`src/rtl/monitor_pkg.sv`:
```
// Shared definitions for the monitor telemetry receive path: header defaults,
// receiver state encoding, statistics counter width and a saturating increment.
package monitor_pkg;

  localparam int         CNT_W    = 16;
  localparam logic [7:0] HDR0_DEF = 8'hEB;
  localparam logic [7:0] HDR1_DEF = 8'h90;

  typedef enum logic [1:0] {
    S_HDR0 = 2'd0,
    S_HDR1 = 2'd1,
    S_PAY  = 2'd2,
    S_CHK  = 2'd3
  } rx_state_e;

  // Increments v but never beyond lim; used for statistics and the link timer.
  function automatic logic [31:0] sat_inc(input logic [31:0] v, input logic [31:0] lim);
    return (v >= lim) ? v : v + 32'd1;
  endfunction

endpackage

```
`src/rtl/monitor_sat_cnt.sv`:
```
// Saturating event counter (up to 32 bits wide) with a synchronous clear.
module monitor_sat_cnt
  import monitor_pkg::*;
#(
  parameter int WIDTH = CNT_W
) (
  input  logic             clk_i,
  input  logic             rst_ni,
  input  logic             clr_i,
  input  logic             inc_i,
  output logic [WIDTH-1:0] cnt_o
);

  localparam logic [31:0] CNT_MAX = (WIDTH >= 32) ? 32'hFFFF_FFFF
                                                  : 32'((64'd1 << WIDTH) - 64'd1);

  logic [WIDTH-1:0] cnt_q;
  logic [WIDTH-1:0] cnt_d;

  always_comb begin
    cnt_d = cnt_q;
    if (clr_i) begin
      cnt_d = '0;
    end else if (inc_i) begin
      cnt_d = WIDTH'(sat_inc(32'(cnt_q), CNT_MAX));
    end
  end

  always_ff @(posedge clk_i or negedge rst_ni) begin
    if (!rst_ni) begin
      cnt_q <= '0;
    end else begin
      cnt_q <= cnt_d;
    end
  end

  assign cnt_o = cnt_q;

endmodule

```
`src/rtl/monitor_frame_rx.sv`:
```
// Telemetry frame receiver: hunts a two-byte header in the UART byte FIFO, assembles
// NUM_CH x CH_W channels, checks an additive checksum and publishes good frames atomically.
module monitor_frame_rx
  import monitor_pkg::*;
#(
  parameter int         NUM_CH      = 6,
  parameter int         CH_W        = 16,
  parameter logic [7:0] HDR0        = HDR0_DEF,
  parameter logic [7:0] HDR1        = HDR1_DEF,
  parameter int         TIMEOUT_CYC = 6000,
  parameter int         LINK_CYC    = 60000000
) (
  input  logic                     sclk,
  input  logic                     rst_n,
  input  logic                     fifo_empty,
  input  logic [7:0]               fifo_data,
  output logic                     fifo_rd_en,
  output logic [NUM_CH*CH_W-1:0]   data_ov,
  output logic                     data_update,
  output logic [CNT_W-1:0]         frame_cnt,
  output logic [CNT_W-1:0]         chk_err_cnt,
  output logic [CNT_W-1:0]         timeout_cnt,
  output logic                     link_ok,
  output logic [1:0]               dbg_state_o
);

  localparam int PAY_W     = NUM_CH * CH_W;
  localparam int PAY_BYTES = PAY_W / 8;
  localparam int BC_W      = (PAY_BYTES > 1) ? $clog2(PAY_BYTES) : 1;
  localparam int TO_W      = $clog2(TIMEOUT_CYC);

  localparam logic [BC_W-1:0] LAST_BYTE = BC_W'(PAY_BYTES - 1);
  localparam logic [TO_W-1:0] TO_LAST   = TO_W'(TIMEOUT_CYC - 1);
  localparam logic [31:0]     LINK_LAST = 32'(LINK_CYC - 1);

  // FIFO handshake: fifo_rd_en is a one-cycle request, and fifo_data is consumed
  // in the following cycle (byte_vld_q). A new request is only issued once the
  // previous one has been answered, so bytes arrive at most every other cycle.
  logic              rd_en_q;
  logic              rd_en_d;
  logic              byte_vld_q;

  rx_state_e         state_q;
  logic [BC_W-1:0]   bcnt_q;
  logic [7:0]        sum_q;
  logic [PAY_W-1:0]  pay_q;
  logic [PAY_W-1:0]  data_q;
  logic              upd_q;
  logic [TO_W-1:0]   to_q;
  logic [31:0]       link_cnt_q;
  logic [31:0]       link_cnt_d;
  logic              link_ok_q;

  logic              in_chk;
  logic              good_frame;
  logic              bad_frame;
  logic              timeout_hit;

  assign rd_en_d     = !fifo_empty && !rd_en_q;
  assign in_chk      = byte_vld_q && (state_q == S_CHK);
  assign good_frame  = in_chk && (fifo_data == sum_q);
  assign bad_frame   = in_chk && (fifo_data != sum_q);
  // An arriving byte always pre-empts an expiring idle timer.
  assign timeout_hit = !byte_vld_q && (state_q != S_HDR0) && (to_q == TO_LAST);
  assign link_cnt_d  = good_frame ? 32'd0 : sat_inc(link_cnt_q, LINK_LAST);

  always_ff @(posedge sclk or negedge rst_n) begin
    if (!rst_n) begin
      rd_en_q    <= 1'b0;
      byte_vld_q <= 1'b0;
      state_q    <= S_HDR0;
      bcnt_q     <= '0;
      sum_q      <= '0;
      pay_q      <= '0;
      data_q     <= '0;
      upd_q      <= 1'b0;
      to_q       <= '0;
      link_cnt_q <= '0;
      link_ok_q  <= 1'b0;
    end else begin
      rd_en_q    <= rd_en_d;
      byte_vld_q <= rd_en_q;
      upd_q      <= good_frame;
      link_cnt_q <= link_cnt_d;

      if (good_frame) begin
        link_ok_q <= 1'b1;
        data_q    <= pay_q;
      end else if (link_cnt_d == LINK_LAST) begin
        link_ok_q <= 1'b0;
      end

      if (byte_vld_q || (state_q == S_HDR0) || timeout_hit) begin
        to_q <= '0;
      end else begin
        to_q <= to_q + 1'b1;
      end

      if (timeout_hit) begin
        state_q <= S_HDR0;
      end else if (byte_vld_q) begin
        unique case (state_q)
          S_HDR0: begin
            if (fifo_data == HDR0) state_q <= S_HDR1;
          end
          S_HDR1: begin
            // A repeated first header byte keeps us aligned on the second one.
            if (fifo_data == HDR1) begin
              state_q <= S_PAY;
              bcnt_q  <= '0;
              sum_q   <= '0;
            end else if (fifo_data != HDR0) begin
              state_q <= S_HDR0;
            end
          end
          S_PAY: begin
            pay_q  <= PAY_W'({pay_q, fifo_data});
            sum_q  <= sum_q + fifo_data;
            bcnt_q <= bcnt_q + 1'b1;
            if (bcnt_q == LAST_BYTE) state_q <= S_CHK;
          end
          S_CHK: begin
            state_q <= S_HDR0;
          end
          default: begin
            state_q <= S_HDR0;
          end
        endcase
      end
    end
  end

  monitor_sat_cnt #(.WIDTH(CNT_W)) u_frame_cnt (
    .clk_i  (sclk),
    .rst_ni (rst_n),
    .clr_i  (1'b0),
    .inc_i  (good_frame),
    .cnt_o  (frame_cnt)
  );

  monitor_sat_cnt #(.WIDTH(CNT_W)) u_chk_err_cnt (
    .clk_i  (sclk),
    .rst_ni (rst_n),
    .clr_i  (1'b0),
    .inc_i  (bad_frame),
    .cnt_o  (chk_err_cnt)
  );

  monitor_sat_cnt #(.WIDTH(CNT_W)) u_timeout_cnt (
    .clk_i  (sclk),
    .rst_ni (rst_n),
    .clr_i  (1'b0),
    .inc_i  (timeout_hit),
    .cnt_o  (timeout_cnt)
  );

  assign fifo_rd_en  = rd_en_q;
  assign data_ov     = data_q;
  assign data_update = upd_q;
  assign link_ok     = link_ok_q;
  assign dbg_state_o = state_q;

endmodule

```
`config.mk`:
```
export PLATFORM = sky130hd
export DESIGN_NAME = monitor_frame_rx
export DESIGN_NICKNAME = d
export VERILOG_FILES = /design/src/rtl/monitor_pkg.sv /design/src/rtl/monitor_sat_cnt.sv /design/src/rtl/monitor_frame_rx.sv
export SDC_FILE = /design/constraint.sdc
export NUM_CORES = 1
export LEC_CHECK = 0
export BUFFER_PORTS_ARGS = -buffer_cell sky130_fd_sc_hd__buf_2
export CAP_MARGIN = 25
export CORE_ASPECT_RATIO = 0.7
export CORE_UTILIZATION = 50
export CTS_CLUSTER_SIZE = 25
export DETAILED_ROUTE_END_ITERATION = 6
export HOLD_SLACK_MARGIN = 0.15
export PLACE_DENSITY = 0.75
export SYNTH_ARGS = -nofsm -noshare
export SYNTH_HDL_FRONTEND = slang
export SYNTH_SLANG_ARGS = --single-unit
```
`constraint.sdc`:
```
create_clock -name sclk -period 7.4 [get_ports sclk]
set_input_delay 1.11 -clock sclk [delete_from_list [all_inputs] [get_ports sclk]]
set_output_delay 1.11 -clock sclk [all_outputs]
set_load 0.01 [all_outputs]
```
==> impl_metrics.env, run 1 <==
export IMPL_cts_hold_buf=0
export IMPL_syn_area_per_cell_um2=10.81
export IMPL_antennaDiodeCount=0
export IMPL_ys_ff_latch=303
export IMPL_drc_errors=0
export IMPL_synth_main_ff_cell="dfrtp_1"
export IMPL_post_cts_repair_setup_buffers=0
export IMPL_cts_buffers_inserted=29
export IMPL_grt_pass1_vias=8634
export IMPL_gr_usage_all_layers_pct=21.38
export IMPL_leakage_nw=8.031
export IMPL_relSlewSlack_pct=33.73
export IMPL_vias=8915
export IMPL_async_flop_share_pct=100.0
export IMPL_reg2reg_slack_ns=3.07
export IMPL_antenna_left=0
export IMPL_place_gp_congestion=0.8991
export IMPL_finalHoldViolCount=0
export IMPL_dieArea_um2=26410
export IMPL_cp_arrival_ns=5.11
export IMPL_fin_nets=1364
export IMPL_dp_cells=1629
export IMPL_period_share_pct=62.71
export IMPL_crit_chain="buf_2 -> ha_1 -> or4_1 -> nor3_1 -> nand3_4 -> inv_4 -> o31a_1 -> and4_1 -> nand4_1 -> nor2_1 -> xor2_1"
export IMPL_antenna_found_initial=0
export IMPL_first_iter_violations=690
export IMPL_worst_setup_path_type="input port to flop"
export IMPL_syn_to_final_growth_pct=16.39
export IMPL_endpoint_kind="flop"
export IMPL_cts_resized_gates=0
export IMPL_netlist_area_um2=12880
export IMPL_synth_top_cells_by_count="nand2_1 (342), dfrtp_1 (303), mux2_2 (101), nor2_1 (64), xnor2_1 (58)"
export IMPL_syn_inst=1191
export IMPL_fin_cells=1683
export IMPL_grt_pass1_wl_mm=45.57
export IMPL_drive_gt1_share_pct=24.30
export IMPL_yosys_top_cells_area="dfrtp_1 (59%), nand2_1 (10%), mux2_2 (8.8%)"
export IMPL_core_um2=24980
export IMPL_cp_max_fo=63
export IMPL_fin_util_pct=60.00
export IMPL_root_buffer="clkbuf_16"
export IMPL_grt_remaining_overflow=0
export IMPL_synth_top_area_cell="dfrtp_1"
export IMPL_pin_count=160
export IMPL_startpoint_type="input port"
export IMPL_setup_tns_ns=0
export IMPL_max_stage_delay_ns=0.77
export IMPL_yosysWarnings=0
export IMPL_avgRoutedWirePerCell_um=16.53
export IMPL_port_buffers=159
export IMPL_syn_nets=1220
export IMPL_p_per_area_nw_per_um2=223.9
export IMPL_die_h_um=136.3
export IMPL_cp_required_ns=7.87
export IMPL_vias_per_cell=5.297
export IMPL_hold_path_class="flop to flop"
export IMPL_synth_most_common_cell="nand2_1"
export IMPL_cts_tree="built"
export IMPL_row_count=48
export IMPL_cap_violations=0
export IMPL_clk_latency_ns=0.55
export IMPL_fmax_ghz=0.2155
export IMPL_period_needed_ns=4.640
export IMPL_finClkSkew_ns=0.01662
export IMPL_max_slew_worst_pin_slew_ns=0.9940
export IMPL_clk_path_buf_depth=3
export IMPL_firstDrtPassIters=5
export IMPL_initial_core_util_pct=51.55
export IMPL_clock_sinks=303
export IMPL_h_tree_depth=1
export IMPL_die_x_um=193.8
export IMPL_rsz0062_at_grt="false"
export IMPL_cts_clk_slew_worst_paths_ns=0.06
export IMPL_dp_hpwl_mm=18.48
export IMPL_slew_viol_final=0
export IMPL_status="completed"
export IMPL_ys_seq_area_share_pct=58.87
export IMPL_ir_drop_uv=173.7
export IMPL_yosysTopAreaCellShare_pct=58.87
export IMPL_synth_edf_count=0
export IMPL_grt_max_degree=174
export IMPL_setup_viol=0
export IMPL_drt_wl_total_mm=27.82
export IMPL_cp_slowest_cell="inv_4"
export IMPL_ys_types=66
-- area by class of cell --
type                    instances  area [µm²]
clock buffers                  44       882.1
clock inverters                10       157.7
fillers                      2048        9995
inverters                      15       58.81
multi-input cells             822        5026
flip-flops and latches        303        7582
well taps                     325       406.6
repair buffers                164       875.8
-- sequential cells by signal (all words and copies together), names as in the netlist --
signal,flops
to_q,13
dbg_state_o,2
u_timeout_cnt.cnt_o,16
byte_vld_q,1
link_cnt_q,32
link_ok,1
bcnt_q,4
u_chk_err_cnt.cnt_o,16
u_frame_cnt.cnt_o,16
data_update,1
sum_q,8
data_ov,96
pay_q,96
fifo_rd_en,1
-- routing by layer --
| layer | share of wire, % | vias to the layer above | wire length, µm | global-route usage, % |
|---|---|---|---|---|
| li1 | - | 4289 | - | - |
| met1 | 50 | 4395 | 13840 | 33.04 |
| met2 | 43 | 199 | 12050 | 31.31 |
| met3 | 5.4 | 32 | 1489 | 4.193 |
| met4 | 1.6 | 0 | 444 | 4.145 |
| met5 | 0 | - | 0 | 0 |
-- metrics by stage --
step	power (W)	setup slack (ns)	cell area [µm²]	hold slack (ns)
4_1_cts	0.003389	2.729	14990	0.4269
6_report	0.003357	2.760	14990	0.4141
3_3_place_gp	0.001799	2.299	13920	0.4080
5_1_grt	0.003470	2.462	14990	0.4417
2_1_floorplan	0.001746	3.961	12880	0.4251
3_5_place_dp	0.001802	2.178	13950	0.4157
-- critical path, delay by kind of cell --
kind / cells / cell delay (ns)
adders and majority gates: 1 / 0.35
buffers and inverters: 2 / 0.90
xor gates and xnor gates: 1 / 0.16
AOI/OAI and AO/OA: 1 / 0.35
and+or+nand+nor: 6 / 2.22
-- layout by cell type (no fill, tap or decap), drive strengths merged, types with 18 or more instances in the layout --
cell type | Yosys | final
nand2 | 342 | 342
dfrtp | 303 | 303
nand4 | 18 | 18
mux2 | 101 | 101
nand3 | 41 | 41
nor2 | 65 | 65
xnor2 | 58 | 58
clkbuf | 37 | 44
buf | 14 | 164
xor2 | 23 | 23
-- report_power, final --
part           internal [W]  switching, W  total [W]
Sequential          0.00167     0.0000120    0.00168
Clock              0.000960      0.000628    0.00159
Combinational     0.0000220     0.0000682  0.0000902
-- worst paths after layout --
check	from	depth (start not counted)	end
hold reg to reg	fifo_rd_en	0	byte_vld_q
max in group asynchronous	rst_n	2	data_ov[33]
setup / recovery	fifo_data[4]	11	u_frame_cnt.cnt_o[7]
min in group asynchronous	rst_n	1	data_ov[94]
hold / removal	fifo_rd_en	0	byte_vld_q
setup reg to reg	sum_q[4]	10	u_frame_cnt.cnt_o[7]
-- cells by family after synthesis --
family / Yosys count / synth area share (%)
AOI/OAI and AO/OA: 65 / 3.527
xor gates and xnor gates: 81 / 5.509
adders and majority gates: 18 / 1.807
buffers and inverters: 66 / 2.254
DFF: 303 / 58.87
muxes: 104 / 9.064
and+or+nand+nor: 554 / 18.96
Power figures use the tool's default switching activity.
==> run 2: changes to the inputs <==
- ABC_AREA: unset -> 1
- clock period: 7.4 -> 4.33 ns (I/O delays scaled with it)
==> run 2 against run 1 <==
  * Flip-flop and latch count did not move
  * Worst hold slack got worse by 0.25 ns
  * Cell count increased by 18%
  * Area after synthesis rose by 3.6%
  * Cell area up 3.5%
  * Clock-buffer cell count fell by 4
  * Highest routed layer unchanged
==> impl_metrics.env, run 2 <==
export IMPL_status="completed"
export IMPL_vias=10100
export IMPL_h_tree_depth=1
export IMPL_grt_pass1_wl_mm=49.20
export IMPL_cp_slowest_cell="dfrtp_1"
export IMPL_grt_max_degree=116
export IMPL_clk_latency_ns=0.55
export IMPL_ir_drop_uv=258.4
export IMPL_endpoint_kind="flop"
export IMPL_r2r_start="link_cnt_q[0]"
export IMPL_period_needed_ns=2.881
export IMPL_port_buffers=159
export IMPL_cts_tree="built"
export IMPL_rr_worst_depth=16
export IMPL_crit_top_cell="nand2_1"
export IMPL_layout_common_cells="nand2_1 (477), dfrtp_1 (303), buf_2 (158)"
export IMPL_clock_sinks=303
export IMPL_cp_max_fo=17
export IMPL_hold_path_class="input port to async pin"
export IMPL_syn_to_final_growth_pct=16.31
export IMPL_max_stage_delay_ns=0.45
export IMPL_synth_most_common_cell="nand2_1"
export IMPL_synth_top_area_cell="dfrtp_1"
export IMPL_cp_depth=16
export IMPL_combPwrFrac_pct=3.6
export IMPL_yosysWarnings=0
export IMPL_cts_hold_buf=0
export IMPL_period_share_pct=66.53
export IMPL_core_um2=25930
export IMPL_cp_required_ns=4.73
export IMPL_clockPowerShare_pct=45.9
export IMPL_drt_wl_total_mm=29.53
export IMPL_pin_count=160
export IMPL_slew_viol_final=0
export IMPL_final_common_cell="nand2_1"
export IMPL_netlist_area_um2=13340
export IMPL_leakage_nw=8.457
export IMPL_dieArea_um2=27350
export IMPL_syn_inst=1450
export IMPL_r2r_end="link_ok"
export IMPL_synth_edf_count=0
export IMPL_crit_chain="ha_1 -> nand3_2 -> nor2_2 -> nand2_1 -> nand2_1 -> nand2_2 -> nand2_2 -> nand2_1 -> nand3_1 -> nand2_1 -> nor2_1 -> nand2_1 -> nor2_1 -> nand2_1 -> nand2_1 -> nand2_1"
export IMPL_firstDrtPassIters=5
export IMPL_synth_top_cells_by_count="nand2_1 (478), dfrtp_1 (303), inv_1 (126), nor2_1 (117), o21ai_0 (76)"
export IMPL_syn_area_per_cell_um2=9.200
export IMPL_async_flop_share_pct=100.0
export IMPL_rsz0062_at_grt="false"
export IMPL_setup_viol=0
export IMPL_reg2reg_slack_ns=1.45
export IMPL_finalHoldViolCount=0
export IMPL_ys_seq_area_share_pct=56.84
export IMPL_worst_setup_path_type="flop to flop"
export IMPL_intPower_w=0.004471
export IMPL_cts_clk_slew_worst_paths_ns=0.07
export IMPL_initial_core_util_pct=51.44
export IMPL_clk_path_buf_depth=3
export IMPL_vias_per_cell=5.095
export IMPL_yosys_top_cells_area="dfrtp_1 (57%), nand2_1 (13%), mux2_2 (5.1%)"
export IMPL_p_per_area_nw_per_um2=369.0
export IMPL_fin_nets=1633
export IMPL_fmax_ghz=0.3471
export IMPL_dp_hpwl_mm=20.34
export IMPL_yosysTopAreaCellShare_pct=56.84
export IMPL_row_count=49
export IMPL_switching_share_pct=21.91
export IMPL_syn_nets=1479
export IMPL_first_iter_violations=705
export IMPL_drive_gt1_share_pct=18.95
export IMPL_cp_arrival_ns=3.28
export IMPL_pwr_share_seq_pct=50.5
export IMPL_dp_cells=1930
export IMPL_place_gp_congestion=0.9223
export IMPL_relSlewSlack_pct=40.66
export IMPL_drc_errors=0
export IMPL_setup_tns_ns=0
export IMPL_antenna_left=0
export IMPL_ys_types=44
export IMPL_avgRoutedWirePerCell_um=14.90
export IMPL_cap_violations=0
export IMPL_post_cts_repair_setup_buffers=0
export IMPL_fin_cells=1982
export IMPL_max_slew_worst_pin_slew_ns=0.8901
export IMPL_synth_main_ff_cell="dfrtp_1"
export IMPL_grt_remaining_overflow=0
export IMPL_finClkSkew_ns=0.01781
export IMPL_root_buffer="clkbuf_16"
export IMPL_antennaDiodeCount=0
export IMPL_startpoint_type="flop"
export IMPL_die_x_um=197.2
export IMPL_cts_resized_gates=0
export IMPL_die_h_um=138.7
export IMPL_ys_ff_latch=303
export IMPL_switchingPower_w=0.001254
export IMPL_antenna_found_initial=1
export IMPL_grt_pass1_vias=9663
export IMPL_critPathTopFamily="simple AND/OR/NAND/NOR gates"
export IMPL_gr_usage_all_layers_pct=22.04
export IMPL_cts_buffers_inserted=29
export IMPL_path_buf_inv=0
-- run 2: cell types whose count changed after synthesis, sizes merged, moves of 19 or more --
cell | previous run | this run
inv | 15 | 128
nand3 | 41 | 60
nor2 | 65 | 125
o21ai | 13 | 77
nand2 | 342 | 483
mux2 | 101 | 61
xnor2 | 58 | 22
-- run 2: stage by stage --
step	cell area, µm²	power [W]	utilization (%)	setup slack, ns	hold WS, ns
after floorplan	13340	0.003044	-	1.786	0.3539
after global placement	14510	0.003145	55.95	1.190	0.4171
after detailed placement	14510	0.003157	55.95	1.132	0.4320
after CTS	15520	0.005793	59.83	1.504	0.2075
after global routing	15520	0.005940	59.83	1.214	0.2291
final	15520	0.005725	59.83	1.449	0.1647
-- run 2: worst max-delay path by stage --
stage | start | endpoint | slack (ns)
global route | link_cnt_q[0] | link_ok | 1.21
global placement | fifo_data[2] | link_ok | 1.19
floorplan | fifo_data[2] | link_ok | 1.79
CTS | link_cnt_q[0] | link_ok | 1.50
detailed placement | fifo_data[2] | link_ok | 1.13
finish | link_cnt_q[0] | link_ok | 1.45
-- run 2: power by group through the flow --
stage                     logic [W]  clock network [W]  registers (W)
final                      0.000207            0.00262        0.00289
after global routing       0.000242            0.00280        0.00290
after CTS                  0.000213            0.00269        0.00289
after detailed placement   0.000212                  0        0.00294
after global placement     0.000202                  0        0.00294
after floorplan            0.000103                  0        0.00294
-- run 2: worst reg2reg max path, delay by kind of cell, from the launching register on --
kind                     cells  cell delay, ns
flip-flops                   1            0.45
AND/OR/NAND/NOR             15            1.96
adder cells (fa/ha/maj)      1            0.34
-- run 2: cell families after synthesis --
group	count (synthesis)	share of synthesized area, %
AO/OA/AOI/OAI	112	4.446
XOR/XNOR	63	4.136
adder cells (fa/ha/maj)	18	1.744
buffers and inverters	174	5.187
flip-flops	303	56.84
multiplexers	62	5.224
AND/OR/NAND/NOR	718	22.43
-- run 2: per-layer routing --
layer  GRT usage (%)  part of all wire (%)  routed length (µm)
met1           33.90                    49               14360
met4           3.917                   1.2                 341
met3           3.551                   6.3                1846
met2           33.23                    44               12970
met5               0                     0                   0
-- run 2: cell type report --
class	instances	area, µm²
Fill cell	2166	10420
Inverter	128	480.5
Timing Repair Buffer	169	918.4
Multi-Input combinational cell	973	5081
Clock inverter	12	160.2
Tap cell	357	446.7
Clock buffer	40	847.1
Sequential cell	303	7582
==> run 3: changes to the inputs <==
- clock period: 4.33 -> 2.8 ns (I/O delays scaled with it)
==> run 3 against run 2 <==
  * Core utilization increased by 0.55 points
  * Global-route usage about the same
  * Flip-flop and latch count unchanged
==> impl_metrics.env, run 3 (same netlist as run 2, synthesis figures left out) <==
export IMPL_status="completed"
export IMPL_clk_latency_ns=0.55
export IMPL_root_buffer="clkbuf_16"
export IMPL_intPower_w=0.006786
export IMPL_gr_usage_all_layers_pct=22.01
export IMPL_h_tree_depth=1
export IMPL_fin_nets=1652
export IMPL_setup_tns_ns=0
export IMPL_place_gp_congestion=0.9611
export IMPL_grt_remaining_overflow=0
export IMPL_rsz0062_at_grt="false"
export IMPL_hold_path_class="input port to flop"
export IMPL_period_share_pct=91.15
export IMPL_endpoint_kind="flop"
export IMPL_power_total_w=0.008714
export IMPL_dp_hpwl_mm=19.99
export IMPL_grt_pass1_vias=9874
export IMPL_antennaDiodeCount=0
export IMPL_vias_per_cell=5.020
export IMPL_cp_max_fo=21
export IMPL_grt_pass1_wl_mm=49.42
export IMPL_fmax_ghz=0.3918
export IMPL_final_common_cell="nand2_1"
export IMPL_slew_viol_final=0
export IMPL_ir_drop_uv=427.3
export IMPL_relSlewSlack_pct=60.99
export IMPL_place_ws_ns=0.02912
export IMPL_switchingPower_w=0.001928
export IMPL_layout_common_cells="nand2_1 (477), dfrtp_1 (303), buf_2 (158)"
export IMPL_dieArea_um2=27350
export IMPL_antenna_found_initial=0
export IMPL_cts_buffers_inserted=29
export IMPL_drive_gt1_share_pct=19.62
export IMPL_cp_required_ns=3.27
export IMPL_worst_setup_path_type="flop to flop"
export IMPL_port_buffers=159
export IMPL_p_per_area_nw_per_um2=556.5
export IMPL_period_needed_ns=2.552
export IMPL_avgRoutedWirePerCell_um=14.51
export IMPL_clk_path_buf_depth=3
export IMPL_finClkSkew_ns=0.008353
export IMPL_setup_viol=0
export IMPL_cp_arrival_ns=3.02
export IMPL_row_count=49
export IMPL_clock_sinks=303
export IMPL_initial_core_util_pct=51.44
export IMPL_postPlaceCellArea_um2=14690
export IMPL_clockPowerShare_pct=44.8
export IMPL_firstDrtPassIters=5
export IMPL_cts_clk_slew_worst_paths_ns=0.06
export IMPL_pwr_share_seq_pct=51.3
export IMPL_syn_to_final_growth_pct=17.37
export IMPL_pin_count=160
export IMPL_final_area_um2=15660
export IMPL_worst_slack_ns=0.2478
export IMPL_first_iter_violations=734
export IMPL_cts_tree="built"
export IMPL_n_fill_cell=2173
export IMPL_core_um2=25930
export IMPL_die_h_um=138.7
export IMPL_max_slew_worst_pin_slew_ns=0.5851
export IMPL_grt_max_degree=126
export IMPL_cap_violations=0
export IMPL_die_x_um=197.2
export IMPL_drt_wl_total_mm=28.98
export IMPL_switching_share_pct=22.12
export IMPL_startpoint_type="flop"
export IMPL_leakage_nw=8.537
export IMPL_drc_errors=0
export IMPL_finalHoldViolCount=0
export IMPL_combPwrFrac_pct=3.8
export IMPL_antenna_left=0
export IMPL_timing_hold_ws_ns=0.2184
export IMPL_vias=10030
run 3: changes by cell type in the layout (fill, tap and decap cells not counted), moves of 2 or more:
cell           change
buf_4             +12
buf_12             +4
clkinv_4           -2
dlygate4sd3_1      +2
run 3: layer usage:
layer	routed length (µm)	part of all wire (%)	up-vias	global-route usage [%]
met4	591	2.0	0	5.386
met2	12430	43	260	32.67
met1	14440	50	4809	33.47
met5	0	0	-	0
met3	1523	5.3	44	3.867
li1	-	-	4917	-
run 3: path summary, 6_finish.rpt:
check	startpoint	endpoint	slack [ns]	cells past startpoint
max	sum_q[2]	u_frame_cnt.cnt_o[15]	0.25	10
min	fifo_data[2]	pay_q[2]	0.22	3
max reg2reg	sum_q[2]	u_frame_cnt.cnt_o[15]	0.25	10
min reg2reg	fifo_rd_en	byte_vld_q	0.45	0
max in group asynchronous	rst_n	data_ov[5]	1.51	3
min in group asynchronous	rst_n	link_cnt_q[2]	0.40	2
run 3: repair_timing:
action	4_1_cts	5_1_grt
endpoints found under the hold margin	65	0
hold buffers	2	0
gates resized for setup	0	1
setup buffers	0	0
setup endpoints to repair	0	15
run 3: critical path, cell delays in order, from the launching register on:
cell and delay (ns):
dfrtp_1 0.39, ha_1 0.29, or2_1 0.26, nor4_4 0.29
nand3_4 0.33, nor2_4 0.33, inv_2 0.10, nor2_4 0.11
nand3_2 0.08, nor2_1 0.13, xor2_1 0.16
run 3: through the flow:
step / utilization [%] / std cells
finish: 60.38 / 1998
global route: 60.38 / 1998
detailed placement: 56.63 / 1947
global placement: 56.63 / 1947
CTS: 60.36 / 1998
floorplan: - / 1450
run 3: power by group through the flow:
stage               logic, W  clock network, W  registers (W)
finish              0.000335           0.00390        0.00447
global route        0.000395           0.00416        0.00448
CTS                 0.000342           0.00399        0.00447
detailed placement  0.000339                 0        0.00455
global placement    0.000330                 0        0.00455
floorplan           0.000160                 0        0.00455
run 3: final cells by class:
cell class | instances | area, µm² | share of cell area (%)
Inverter | 128 | 480.5 | 3.069
Multi-Input combinational cell | 973 | 5081 | 32.45
Timing Repair Buffer | 188 | 1120 | 7.152
Clock buffer | 39 | 833.3 | 5.322
Clock inverter | 10 | 113.9 | 0.7272
Tap cell | 357 | 446.7 | 2.853
Sequential cell | 303 | 7582 | 48.43
